==> config.mk <==
export PLATFORM = sky130hd
export DESIGN_NAME = mem_arbiter_flat
export DESIGN_NICKNAME = d
export VERILOG_FILES = /design/src/rtl/mem_arbiter_if.sv /design/src/rtl/mem_arbiter.sv /design/src/flat_wrapper.sv
export SDC_FILE = /design/constraint.sdc
export NUM_CORES = 1
export LEC_CHECK = 0
export BUFFER_PORTS_ARGS = -buffer_cell sky130_fd_sc_hd__buf_2
export CAP_MARGIN = 15
export CORE_MARGIN = 3
export CORE_UTILIZATION = 40
export DETAILED_ROUTE_END_ITERATION = 12
export HOLD_SLACK_MARGIN = 0.03
export PLACE_DENSITY = 0.76
export SLEW_MARGIN = 20
export SYNTH_ARGS = -nofsm -noshare
export SYNTH_HDL_FRONTEND = slang
export SYNTH_SLANG_ARGS = --single-unit
==> constraint.sdc <==
create_clock -name clk -period 2.2 [get_ports clk]
set_input_delay 0.44 -clock clk [delete_from_list [all_inputs] [get_ports clk]]
set_output_delay 0.44 -clock clk [all_outputs]
set_load 0.01 [all_outputs]
==> src/rtl/mem_arbiter_if.sv <==
// Requester and bus signals of mem_arbiter.
// master: the arbiter's view (it masters the SRAM-like bus and serves
// the fetch/data requesters). slave: the environment's view.
interface mem_arbiter_if #(
  parameter int ADDR_W = 32,
  parameter int DATA_W = 32
);
  // fetch port
  logic              inst_req;
  logic [ADDR_W-1:0] inst_addr;
  logic [DATA_W-1:0] inst_rdata;
  logic              inst_data_ok;
  logic              inst_stall;
  // data port
  logic              data_req;
  logic              data_wr;
  logic [3:0]        data_wstrb;
  logic [ADDR_W-1:0] data_addr;
  logic [DATA_W-1:0] data_wdata;
  logic [DATA_W-1:0] data_rdata;
  logic              data_data_ok;
  logic              data_stall;
  // memory bus
  logic              bus_req;
  logic              bus_wr;
  logic [3:0]        bus_wstrb;
  logic [ADDR_W-1:0] bus_addr;
  logic [DATA_W-1:0] bus_wdata;
  logic              bus_addr_ok;
  logic              bus_data_ok;
  logic [DATA_W-1:0] bus_rdata;

  modport master (
    input  inst_req, inst_addr,
    output inst_rdata, inst_data_ok, inst_stall,
    input  data_req, data_wr, data_wstrb, data_addr, data_wdata,
    output data_rdata, data_data_ok, data_stall,
    output bus_req, bus_wr, bus_wstrb, bus_addr, bus_wdata,
    input  bus_addr_ok, bus_data_ok, bus_rdata
  );

  modport slave (
    output inst_req, inst_addr,
    input  inst_rdata, inst_data_ok, inst_stall,
    output data_req, data_wr, data_wstrb, data_addr, data_wdata,
    input  data_rdata, data_data_ok, data_stall,
    input  bus_req, bus_wr, bus_wstrb, bus_addr, bus_wdata,
    output bus_addr_ok, bus_data_ok, bus_rdata
  );
endinterface

==> src/rtl/mem_arbiter.sv <==
// mem_arbiter: shares one SRAM-like bus (req/addr_ok/data_ok) between the
// instruction-fetch port and the data-memory port, one transaction at a time.
// Optional macro ARB_ROUND_ROBIN_EN: on a tie the grant alternates using
// last_grant; without it the data port always wins a tie.
module mem_arbiter #(
  parameter int ADDR_W = 32,
  parameter int DATA_W = 32
) (
  input logic           clk,
  input logic           rst,
  mem_arbiter_if.master mif
);

  typedef enum logic [1:0] {IDLE, ADDR, WAIT, RESP} state_t;

  state_t            state_q, state_d;
  logic              grant_q;          // 0 = inst, 1 = data
  logic              wr_q;
  logic [3:0]        wstrb_q;
  logic [ADDR_W-1:0] addr_q;
  logic [DATA_W-1:0] wdata_q;
  logic [DATA_W-1:0] inst_rdata_q, data_rdata_q;
  logic              inst_ok_q, data_ok_q;

  logic req_any, sel_data, capture;

  assign req_any = mif.inst_req | mif.data_req;
  // response lands either together with the address handshake or later in WAIT
  assign capture = ((state_q == ADDR) & mif.bus_addr_ok & mif.bus_data_ok) |
                   ((state_q == WAIT) & mif.bus_data_ok);

`ifdef ARB_ROUND_ROBIN_EN
  logic last_grant_q;

  // tie goes to the port that did not win last time
  always_comb sel_data = (mif.inst_req & mif.data_req) ? ~last_grant_q : mif.data_req;

  // remember who was served, updated as the transaction enters RESP
  always_ff @(posedge clk or negedge rst) begin
    if (!rst)         last_grant_q <= 1'b1;
    else if (capture) last_grant_q <= grant_q;
  end
`else
  // data wins ties so the MEM stage never waits behind a younger fetch
  always_comb sel_data = mif.data_req;
`endif

  // state register
  always_ff @(posedge clk or negedge rst) begin
    if (!rst) state_q <= IDLE;
    else      state_q <= state_d;
  end

  // next-state logic
  always_comb begin
    state_d = state_q;
    unique case (state_q)
      IDLE: if (req_any) state_d = ADDR;
      ADDR: if (mif.bus_addr_ok) state_d = mif.bus_data_ok ? RESP : WAIT;
      WAIT: if (mif.bus_data_ok) state_d = RESP;
      RESP: state_d = IDLE;
      default: state_d = IDLE;
    endcase
  end

  // outputs: bus_req decoded from state so it drops with async reset
  always_comb begin
    mif.bus_req      = (state_q == ADDR);
    mif.bus_wr       = wr_q;
    mif.bus_wstrb    = wstrb_q;
    mif.bus_addr     = addr_q;
    mif.bus_wdata    = wdata_q;
    mif.inst_rdata   = inst_rdata_q;
    mif.data_rdata   = data_rdata_q;
    mif.inst_data_ok = inst_ok_q;
    mif.data_data_ok = data_ok_q;
    mif.inst_stall   = mif.inst_req & ~inst_ok_q;
    mif.data_stall   = mif.data_req & ~data_ok_q;
  end

  // request latch in IDLE, response capture and one-cycle completion pulses
  always_ff @(posedge clk or negedge rst) begin
    if (!rst) begin
      grant_q      <= 1'b0;
      wr_q         <= 1'b0;
      wstrb_q      <= '0;
      addr_q       <= '0;
      wdata_q      <= '0;
      inst_rdata_q <= '0;
      data_rdata_q <= '0;
      inst_ok_q    <= 1'b0;
      data_ok_q    <= 1'b0;
    end else begin
      inst_ok_q <= 1'b0;
      data_ok_q <= 1'b0;
      if ((state_q == IDLE) && req_any) begin
        grant_q <= sel_data;
        wr_q    <= sel_data & mif.data_wr;
        wstrb_q <= sel_data ? mif.data_wstrb : 4'b0000;
        addr_q  <= sel_data ? mif.data_addr  : mif.inst_addr;
        wdata_q <= sel_data ? mif.data_wdata : '0;
      end
      if (capture) begin
        if (grant_q) begin
          data_ok_q <= 1'b1;
          if (!wr_q) data_rdata_q <= mif.bus_rdata;
        end else begin
          inst_ok_q    <= 1'b1;
          inst_rdata_q <= mif.bus_rdata;
        end
      end
    end
  end

endmodule

==> src/flat_wrapper.sv <==
// flat-port wrapper written by rule: the top's interface ports become plain ports
module mem_arbiter_flat 
#(
  parameter int ADDR_W = 32,
  parameter int DATA_W = 32
)
  (clk, rst, mif_inst_req, mif_inst_addr, mif_inst_rdata, mif_inst_data_ok, mif_inst_stall, mif_data_req, mif_data_wr, mif_data_wstrb, mif_data_addr, mif_data_wdata, mif_data_rdata, mif_data_data_ok, mif_data_stall, mif_bus_req, mif_bus_wr, mif_bus_wstrb, mif_bus_addr, mif_bus_wdata, mif_bus_addr_ok, mif_bus_data_ok, mif_bus_rdata);
  mem_arbiter_if #(.ADDR_W(ADDR_W), .DATA_W(DATA_W)) mif_i ();
  input logic clk;
  input logic rst;
  input wire logic [$bits(mif_i.inst_req)-1:0] mif_inst_req;
  input wire logic [$bits(mif_i.inst_addr)-1:0] mif_inst_addr;
  output wire logic [$bits(mif_i.inst_rdata)-1:0] mif_inst_rdata;
  output wire logic [$bits(mif_i.inst_data_ok)-1:0] mif_inst_data_ok;
  output wire logic [$bits(mif_i.inst_stall)-1:0] mif_inst_stall;
  input wire logic [$bits(mif_i.data_req)-1:0] mif_data_req;
  input wire logic [$bits(mif_i.data_wr)-1:0] mif_data_wr;
  input wire logic [$bits(mif_i.data_wstrb)-1:0] mif_data_wstrb;
  input wire logic [$bits(mif_i.data_addr)-1:0] mif_data_addr;
  input wire logic [$bits(mif_i.data_wdata)-1:0] mif_data_wdata;
  output wire logic [$bits(mif_i.data_rdata)-1:0] mif_data_rdata;
  output wire logic [$bits(mif_i.data_data_ok)-1:0] mif_data_data_ok;
  output wire logic [$bits(mif_i.data_stall)-1:0] mif_data_stall;
  output wire logic [$bits(mif_i.bus_req)-1:0] mif_bus_req;
  output wire logic [$bits(mif_i.bus_wr)-1:0] mif_bus_wr;
  output wire logic [$bits(mif_i.bus_wstrb)-1:0] mif_bus_wstrb;
  output wire logic [$bits(mif_i.bus_addr)-1:0] mif_bus_addr;
  output wire logic [$bits(mif_i.bus_wdata)-1:0] mif_bus_wdata;
  input wire logic [$bits(mif_i.bus_addr_ok)-1:0] mif_bus_addr_ok;
  input wire logic [$bits(mif_i.bus_data_ok)-1:0] mif_bus_data_ok;
  input wire logic [$bits(mif_i.bus_rdata)-1:0] mif_bus_rdata;
  assign mif_i.inst_req = mif_inst_req;
  assign mif_i.inst_addr = mif_inst_addr;
  assign mif_inst_rdata = mif_i.inst_rdata;
  assign mif_inst_data_ok = mif_i.inst_data_ok;
  assign mif_inst_stall = mif_i.inst_stall;
  assign mif_i.data_req = mif_data_req;
  assign mif_i.data_wr = mif_data_wr;
  assign mif_i.data_wstrb = mif_data_wstrb;
  assign mif_i.data_addr = mif_data_addr;
  assign mif_i.data_wdata = mif_data_wdata;
  assign mif_data_rdata = mif_i.data_rdata;
  assign mif_data_data_ok = mif_i.data_data_ok;
  assign mif_data_stall = mif_i.data_stall;
  assign mif_bus_req = mif_i.bus_req;
  assign mif_bus_wr = mif_i.bus_wr;
  assign mif_bus_wstrb = mif_i.bus_wstrb;
  assign mif_bus_addr = mif_i.bus_addr;
  assign mif_bus_wdata = mif_i.bus_wdata;
  assign mif_i.bus_addr_ok = mif_bus_addr_ok;
  assign mif_i.bus_data_ok = mif_bus_data_ok;
  assign mif_i.bus_rdata = mif_bus_rdata;
  mem_arbiter #(.ADDR_W(ADDR_W), .DATA_W(DATA_W)) u_core (.clk(clk), .rst(rst), .mif(mif_i));
endmodule
==> key figures, run 1 <==
Setup path
  • Critical Path Max Stage Delay: 400 ps
  • CP arrival: 2080 ps
  • Critical path's slowest cell: dfrtp_1
  • Startpoint types: register
  • CP delay by family, top: flip-flops
  • Buffers & Inverters on Critical Path: 2
  • Crit path max fanout: 33
  • Crit-path cells: inv_1 -> ha_1 -> a21oi_2 -> nor3b_4 -> buf_12 -> mux2_2
  • Critical path endpoint category: register
  • WP data required: 2490 ps
  • Critical path class: reg -> reg

Placement
  • DP HPWL: between 10000 and 15000 µm
  • PortBufs: 276
  • Post-Place Cell Area: around 7200 µm²
  • GP Congestion: between 0.8 and 0.9

Routing
  • WL final: 14340 µm
  • WL per Instance: roughly 15 µm
  • Detail Route Antenna Nets: 0
  • Initial DRC count: 162
  • Post-DR vias/cell: 4.755
  • Residual DRC: 0
  • Pre-antenna DRT Iters: 4
  • Vias: ~4400

Synthesis
  • Syn_area_per_cell: 12.03 µm²
  • FF+latch count, synth: ~140
  • Net count of the mapped netlist: 607
  • Distinct cell type count after synthesis: 24
  • Number of synthesis warnings: 0
  • Post-Syn Instances: between 400 and 500
  • Mapped Area: 5594 µm²
  • Top post-synthesis cells by area: dfrtp_1, mux2_2, nand2_1, mux2i_1, nand3_1
  • Area share of the largest cell type after synthesis: 61.73%
  • Area leader, netlist: dfrtp_1
  • Register area share after synthesis: around three fifths

CTS
  • CTS clk-pin slew, worst paths: 60 ps
  • Max clock buf depth: 2
  • Worst-skew pair later-pin latency: roughly 400 ps
  • CTS sink count: 138
  • Root Buffer: clkbuf_16
  • CTS resizes: 0
  • CTS Buf Count: 17
  • CTS tree: built
  • H-tree Lvls: 4

Timing
  • F_max: 0.5604 GHz
  • Fin. Hold Viols: 0
  • Final min period: 1785 ps
  • Fin crit share: around 80%
  • Final setup viols: 0
  • TNS Setup: 0 ps
  • RSZ-0062 raised after global routing: no
  • Actual slew at the worst max-slew pin: ~540 ps
  • Headroom to the max-slew limit: 64.12%
  • Final Skew: 6.536 ps
  • Slew Limit Fails: 0

Floorplanning
  • Die Span Y: roughly 120 µm
  • Floorplan die width: roughly 120 µm
  • Initial Util: between 40% and 50%
  • IO Count: 277
  • Die area: between 15000 and 20000 µm²
  • Core ar.: approximately 13000 µm²
  • # rows: 42

Finish
  • Finished layout cell area: 7810 µm²
  • Most frequent cells in the layout: buf_2, dfrtp_1, nand2_1
  • Commonest non-fill, non-tap cell in the layout: buf_2
  • # nets final: 885
  • Core Util, Final: between 50% and 60%
  • Antenna fix cells: 0
  • Share of layout cells above drive strength 1: approximately half
  • Area Growth Syn to Fin: 39.61%

Status
  • Status: finished clean

GRT
  • Total global-route track usage: roughly 19%
  • Largest net degree at the start of global routing: 63
  • Vias in the first global route: approximately 4500
  • Congestion Overflow GR: 0
  • Antenna violations before repair: 0
  • First-pass GRT wire length: around 23000 µm

Power
  • Leakage Power: 4.171 nW
  • Power Density: approximately 1500 nW/µm²
  • Worst VDD drop: 664.3 µV

Worst hold path
  • Worst Hold Class: in -> reg

Flow run
  • Max Cap Viol: 0
-- area by class of cell --
type | instances | area (µm²)
repair buffers | 289 | 1550
inverters | 3 | 11.26
flip-flops and latches | 138 | 3453
clock buffers | 22 | 484.2
multi-input cells | 294 | 1976
fillers | 1167 | 5643
well taps | 176 | 220.2
clock inverters | 10 | 115.1
-- tightest hold or removal path, delay by kind of cell --
family        cells  cell delay (ps)
buf+inv           1               70
simple gates      2              120
-- stage by stage --
step / power (mW) / hold WS (ps) / cells / worst slack [ps]
CTS: 11.63 / 232.4 / 932 / 406.5
global placement: 8.582 / 440.8 / 899 / 464.4
global route: 12.23 / 246.3 / 932 / 301.7
floorplan: 6.802 / 144.4 / 465 / 406.4
detailed placement: 8.739 / 443.7 / 899 / 413.3
finish: 11.46 / 253.4 / 932 / 415.5
-- repair_timing --
action / 4_1_cts / 5_1_grt
endpoints found under the hold margin: 55 / 0
buffers inserted: 0 / 0
hold buffers: 1 / 0
-- power breakdown --
group / internal [mW] / total, mW / leakage (nW) / switching (mW)
combinational: 1.95 / 4.26 / 2.19 / 2.31
sequential: 3.76 / 4.37 / 1.70 / 0.615
clock: 1.79 / 2.82 / 0.289 / 1.04
total: 7.50 / 11.5 / 4.17 / 3.96
-- registers in the layout, indices dropped and copies added, names as in the netlist --
register / flops
u_core.mif.bus_wdata: 32
u_core.mif.inst_data_ok: 1
u_core.mif.bus_wr: 1
u_core.mif.data_rdata: 32
u_core.grant_q: 1
u_core.state_q: 2
u_core.mif.bus_addr: 32
u_core.mif.bus_wstrb: 4
u_core.mif.data_data_ok: 1
u_core.mif.inst_rdata: 32
-- routing by layer --
metal / wire [µm] / vias up / GRT usage, % / part of all wire (%)
met4: 245 / 0 / 7.544 / 1.7
li1: - / 2136 / - / -
met2: 7547 / 142 / 31.65 / 53
met3: 859 / 18 / 5.317 / 6.0
met5: 0 / - / 0 / 0
met1: 5690 / 2136 / 21.98 / 40
-- kinds of logic (layout without fill, tap and decap cells) --
| family | Yosys count | count (layout) | share of synthesized area, % |
|---|---|---|---|
| AND/OR/NAND/NOR | 157 | 157 | 12.03 |
| adder cells (fa/ha/maj) | 3 | 3 | 0.6711 |
| multiplexers | 97 | 97 | 18.81 |
| AO/OA/AOI/OAI | 37 | 37 | 3.556 |
| flip-flops | 138 | 138 | 61.73 |
| buffers and inverters | 33 | 324 | 3.198 |
-- path summary, 6_finish.rpt --
path	startpoint	end	slack (ps)	cells past startpoint
hold / removal	mif_data_wstrb[1]	u_core.mif.bus_wstrb[1]	250	3
setup reg to reg	u_core.state_q[1]	u_core.mif.inst_rdata[24]	420	6
max in group asynchronous	rst	u_core.mif.inst_rdata[27]	1000	3
min in group asynchronous	rst	u_core.mif.bus_addr[5]	550	2
setup / recovery	u_core.state_q[1]	u_core.mif.inst_rdata[24]	420	6
hold reg to reg	u_core.mif.bus_wdata[1]	u_core.mif.bus_wdata[1]	460	2
-- Yosys cell counts --
master	n
buf_6	3
nor2_1	4
a211oi_1	1
clkbuf_1	10
inv_1	3
clkbuf_2	1
dfrtp_1	138
buf_2	10
buf_1	1
nor2b_1	3
o21ai_0	33
mux2_2	63
nor3b_4	1
mux2_1	2
nand2b_1	1
nand3_1	37
o2bb2ai_1	1
a221oi_1	1
a21oi_2	1
nand2_1	110
nor3_4	1
buf_4	5
ha_1	3
mux2i_1	32
(Power assumes the default switching activity.)
==> run 2: changes to the inputs <==
PLACE_DENSITY = 0.79   (was 0.76)
clock period = 1.45 ns   (was 2.2 ns; I/O delays follow)
==> run 2 against run 1 <==
Compared with the run above:
- the run now ends with negative setup slack left
- clock skew rose by 1.9 ps
- count of clock-buffer cells in the layout shrank 2
- critical path depth rose by 1
- worst setup slack worse by 660 ps
- global-route usage up 0.90 points
- cell area is 5.7% higher
- critical endpoint is now u_core.mif.inst_rdata[21]
- largest power group is now combinational logic
==> key figures, run 2 (same netlist as run 1, synthesis figures left out) <==
GRT
  • Vias in the first global route: approximately 4700
  • First-pass GRT wire length: about 24000 µm
  • Largest net degree at the start of global routing: 44
  • Total global-route track usage: between 10% and 20%
  • Antenna violations before repair: 1
  • Congestion Overflow GR: 0

CTS
  • H-tree Lvls: 4
  • CTS tree: built
  • CTS sink count: 138
  • Max clock buf depth: 2
  • Root Buffer: clkbuf_16
  • CTS Buf Count: 17
  • CTS clk-pin slew, worst paths: 60 ps
  • Worst-skew pair later-pin latency: a little over 400 ps

Timing
  • RSZ-0062 raised after global routing: yes
  • Slew Limit Fails: 0
  • Final WS setup: -243.3 ps
  • Final min period: 1693 ps
  • F_max: 0.5905 GHz
  • Fin crit share: 116.8%
  • Fin. Hold Viols: 0
  • Final setup viols: 127
  • Headroom to the max-slew limit: 73.04%
  • Actual slew at the worst max-slew pin: ~400 ps
  • Final Skew: between 8 and 9 ps

Routing
  • Met1 wire length: between 6000 and 7000 µm
  • Residual DRC: 0
  • Top Layer Used: met5
  • Initial DRC count: 153
  • Detail Route Antenna Nets: 0
  • WL per Instance: around 17 µm
  • WL final: 15910 µm
  • Metal3 WL: 1166 µm
  • Vias: between 4000 and 5000
  • Pre-antenna DRT Iters: 4
  • Post-DR vias/cell: 4.821
  • Met2 wire len: 8031 µm

Setup path
  • Critical path class: reg -> reg
  • Critical path endpoint category: register
  • WP data required: ~1700 ps
  • Startpoint types: register
  • Crit path max fanout: 9
  • CP arrival: 1980 ps

Finish
  • Finished Layout Cells: 957
  • Most frequent cells in the layout: buf_2, dfrtp_1, nand2_1
  • Area Growth Syn to Fin: 47.51%
  • Antenna fix cells: 0
  • Finished layout cell area: 8252 µm²
  • # nets final: 910
  • Share of layout cells above drive strength 1: a little over half
  • Commonest non-fill, non-tap cell in the layout: buf_2

Placement
  • Dpl cells: 907
  • PortBufs: around 280
  • GP Congestion: 0.8071
  • Post-Place Cell Area: approximately 7300 µm²
  • DP HPWL: 10970 µm

Floorplanning
  • Floorplan die width: about 120 µm
  • IO Count: 277
  • Die area: 15440 µm²
  • Core ar.: 13450 µm²
  • Die Span Y: 124.3 µm
  • # rows: 42
  • Initial Util: ~42%

Power
  • Pwr Total: 18.50 mW
  • Power Density: 2242 nW/µm²
  • Worst VDD drop: 1099 µV
  • Leakage Power: 4.385 nW

Status
  • Status: finished, violations left
  • Failing checks: negative setup slack

Flow run
  • Max Cap Viol: 0

Worst hold path
  • Worst Hold Class: in -> reg
[run 2: what timing repair did]
action                                  CTS  global route
hold endpoints to repair                 31             0
resized for setup                         8            52
gates cloned                              2             9
hold buffers                              1             0
buffers inserted                          5             4
pin swaps                                 1             3
endpoints found under the setup margin   92           111
[run 2: final timing paths]
check,from,to,slack [ps],cells past startpoint
max,u_core.state_q[0],u_core.mif.inst_rdata[21],-240,7
min,mif_data_wdata[28],u_core.mif.bus_wdata[28],100,3
max reg2reg,u_core.state_q[0],u_core.mif.inst_rdata[21],-240,7
min reg2reg,u_core.mif.bus_wdata[2],u_core.mif.bus_wdata[2],460,2
max in group asynchronous,rst,u_core.mif.data_rdata[2],550,3
min in group asynchronous,rst,u_core.mif.data_rdata[14],350,2
[run 2: power breakdown]
part | total, mW | switching [mW] | internal, mW | leakage, nW
clock | 4.07 | 1.64 | 2.43 | 0.273
combinational | 7.75 | 3.93 | 3.82 | 2.42
sequential | 6.68 | 0.981 | 5.70 | 1.70
total | 18.5 | 6.56 | 11.9 | 4.39
[run 2: worst max-delay path: stages (launching register included)]
cell	delay, ps
dfrtp_1	400
inv_2	110
ha_4	160
a21oi_4	50
nor3b_4	220
buf_6	150
buf_8	140
mux2_2	340
[run 2: metrics by stage]
step                      util, %  setup TNS [ps]  setup slack, ps  hold WS [ps]
final                       61.34          -16240           -243.3         100.1
after global routing        61.34          -24210           -278.5         91.60
after CTS                   59.40          -12750           -262.5         77.04
after detailed placement    54.44          -16780           -318.4         212.2
after global placement      54.44          -12840           -254.1         208.9
after floorplan                 -          -10780           -233.5        -5.591
[run 2: routing by layer]
| metal | GRT usage (%) | vias up |
|---|---|---|
| met5 | 0 | - |
| met4 | 8.769 | 2 |
| met3 | 5.918 | 33 |
| met2 | 33.02 | 194 |
| met1 | 22.59 | 2199 |
| li1 | - | 2186 |
[run 2: final cells by class]
type / count / area [µm²]
clock buffers: 20 / 446.7
clock inverters: 12 / 115.1
fillers: 1112 / 5201
inverters: 3 / 11.26
multi-input cells: 295 / 2092
flip-flops and latches: 138 / 3453
well taps: 176 / 220.2
repair buffers: 313 / 1913
==> run 3: changes to the inputs <==
--- a/config.mk
+++ b/config.mk
@@ -7,2 +7,3 @@
 export LEC_CHECK = 0
+export ABC_CLOCK_PERIOD_IN_PS = 1450
 export BUFFER_PORTS_ARGS = -buffer_cell sky130_fd_sc_hd__buf_2
@@ -14,2 +15,3 @@
 export PLACE_DENSITY = 0.79
+export SETUP_SLACK_MARGIN = 0.4
 export SLEW_MARGIN = 20
==> constraint.sdc (replaced) <==
create_clock -name clk -period 1.45 [get_ports clk]
set_input_delay 0.0725 -clock clk [delete_from_list [all_inputs] [get_ports clk]]
set_output_delay 0.0725 -clock clk [all_outputs]
set_load 0.01 [all_outputs]
==> run 3 against run 2 <==
Compared with the run above:
- the flow still finishes with violations (negative setup slack)
- maximum frequency is 6.4% lower
- die area stayed put
- sequential cell count stayed put
- global-route usage is 8.8 points higher
- sequential power is 6.1% higher
- routed wire length is 69% higher
- first-iteration DRC count grew to 3.7 times the previous value
- worst hold slack worse by 69 ps
- via count is 35% higher
- utilization is 22 points higher
- count of clock-buffer cells in the layout is 1 lower
- critical endpoint is now u_core.mif.inst_rdata[6]
- largest cell class is now buffers
==> key figures, run 3 (same netlist as run 1, synthesis figures left out) <==
Status
  • Status: finished, violations left
  • Failing checks: negative setup slack

Routing
  • WL per Instance: 22.99 µm
  • Pre-antenna DRT Iters: 7
  • Initial DRC count: 562
  • WL final: 26940 µm
  • Vias: 6237
  • Residual DRC: 0
  • Post-DR vias/cell: 5.322
  • Detail Route Antenna Nets: 0

Finish
  • Area occupied by registers: about 3500 µm²
  • Fillers: 599
  • Area Growth Syn to Fin: 101.4%
  • Commonest non-fill, non-tap cell in the layout: buf_2
  • Finished Layout Cells: 1172
  • # nets final: 1126
  • Antenna fix cells: 0
  • Share of layout cells above drive strength 1: 61.65%
  • Multi-input gate area: 2648 µm²
  • Most frequent cells in the layout: buf_2, dfrtp_1, dlygate4sd3_1

Timing
  • Actual slew at the worst max-slew pin: between 400 and 500 ps
  • Headroom to the max-slew limit: 68.67%
  • TNS Setup: -31920 ps
  • Slew Limit Fails: 0
  • Final min period: 1810 ps
  • F_max: 0.5526 GHz
  • Final Skew: 10.98 ps
  • Final WS setup: -359.7 ps
  • Fin crit share: 124.8%
  • Final setup viols: 138
  • Fin. Hold Viols: 0
  • RSZ-0062 raised after global routing: yes

CTS
  • Root Buffer: clkbuf_16
  • CTS clk-pin slew, worst paths: 60 ps
  • CTS sink count: approximately 140
  • Max clock buf depth: 2
  • Worst-skew pair later-pin latency: 430 ps
  • CTS Buf Count: 17
  • CTS Hold Buffers Added: between 100 and 150
  • CTS tree: built
  • H-tree Lvls: 4

GRT
  • Antenna violations before repair: 0
  • Vias in the first global route: 6224
  • Largest net degree at the start of global routing: 45
  • Congestion Overflow GR: 0
  • Met1 usage: 32.00%
  • Met2 Resource Use GR: 49.20%
  • Most used routing layer: met2
  • First-pass GRT wire length: 34310 µm
  • Total global-route track usage: 28.18%
  • M3 GR Usage: 7.762%

Floorplanning
  • Die area: 15440 µm²
  • Core ar.: 13450 µm²
  • Die Span Y: 124.3 µm
  • # rows: 42
  • IO Count: 277
  • Initial Util: 41.58%
  • Floorplan die width: 124.3 µm

Worst hold path
  • Hold Crit Depth: 3
  • Worst Hold Class: in -> reg
  • Hold Crit Start: mif_bus_data_ok
  • Hold EP: u_core.mif.data_data_ok

Placement
  • PortBufs: 276
  • GP Congestion: 0.8084
  • DP HPWL: around 11000 µm
  • Dpl cells: ~910

Setup path
  • Startpoint types: register
  • Crit path max fanout: 8
  • Critical path class: reg -> reg
  • Critical path endpoint category: register
  • RR Startpoint: u_core.state_q[1]
  • R2r worst-path depth: 7
  • Reg2Reg Capture Point: u_core.mif.inst_rdata[6]
  • R2R setup slack: -360 ps
  • CP arrival: 2120 ps
  • WP data required: 1760 ps

Flow run
  • Max Cap Viol: 0

Power
  • Leakage Power: 5.748 nW
  • Power Density: 2209 nW/µm²
  • Worst VDD drop: 1243 µV
-- run 3: cell count changes in the layout (fill, tap and decap cells not counted), sizes merged --
cell,previous run,this run
buf,309,393
bufinv,1,3
clkbuf,23,21
clkinv,5,3
clkinvlp,2,3
dlygate4sd3,1,135
inv,7,6
o21ai,34,33
-- run 3: worst max-delay path by stage --
stage / startpoint / endpoint / slack [ps]
finish: u_core.state_q[1] / u_core.mif.inst_rdata[6] / -360
global route: u_core.state_q[0] / u_core.mif.inst_rdata[6] / -370
CTS: u_core.state_q[0] / u_core.mif.inst_rdata[3] / -230
detailed placement: u_core.state_q[0] / u_core.mif.inst_rdata[22] / -280
global placement: u_core.state_q[0] / u_core.mif.inst_rdata[27] / -230
floorplan: u_core.state_q[0] / u_core.mif.inst_rdata[10] / -230
-- run 3: through the flow --
step	total power, mW	setup WS, ps	cell area (µm²)	util [%]	hold slack, ps
2_1_floorplan	10.55	-233.5	5685	-	-223.1
3_3_place_gp	13.26	-232.2	7323	54.44	34.15
3_5_place_dp	13.54	-278.6	7323	54.44	36.73
4_1_cts	21.07	-229.8	10200	75.85	-9.544
5_1_grt	25.81	-369.9	11260	83.73	38.04
6_report	24.88	-359.7	11260	83.73	30.98
-- run 3: area by class of cell --
| cell class | instances | share of cell area [%] |
|---|---|---|
| repair buffers | 530 | 38.30 |
| flip-flops and latches | 138 | 30.67 |
| multi-input cells | 294 | 23.50 |
| clock buffers | 19 | 4.021 |
| well taps | 176 | 1.955 |
| clock inverters | 12 | 1.455 |
| inverters | 3 | 0.09997 |
-- run 3: metal layers --
metal / wire [µm] / vias up
met5: 0 / -
met4: 1542 / 0
met3: 1892 / 118
met2: 13910 / 408
met1: 9593 / 3091
li1: - / 2620
-- run 3: critical path: stages, from the launching register on --
cell and delay, ps:
dfrtp_1 420, inv_2 110, ha_4 160, a21oi_4 80
nor3b_4 250, buf_6 190, buf_16 150, mux2_2 330
-- run 3: what timing repair did --
| action | in CTS | in global routing |
|---|---|---|
| endpoints found under the setup margin | 144 | 230 |
| pin swaps | 59 | 25 |
| cloned | 14 | 3 |
| resized for setup | 148 | 130 |
| hold endpoints to repair | 273 | 1 |
| buffers inserted | 21 | 62 |
-- run 3: where the power goes --
group | switching, mW | internal [mW] | leakage [nW]
sequential | 1.38 | 5.71 | 1.70
combinational | 6.05 | 7.16 | 3.76
clock | 1.78 | 2.81 | 0.294
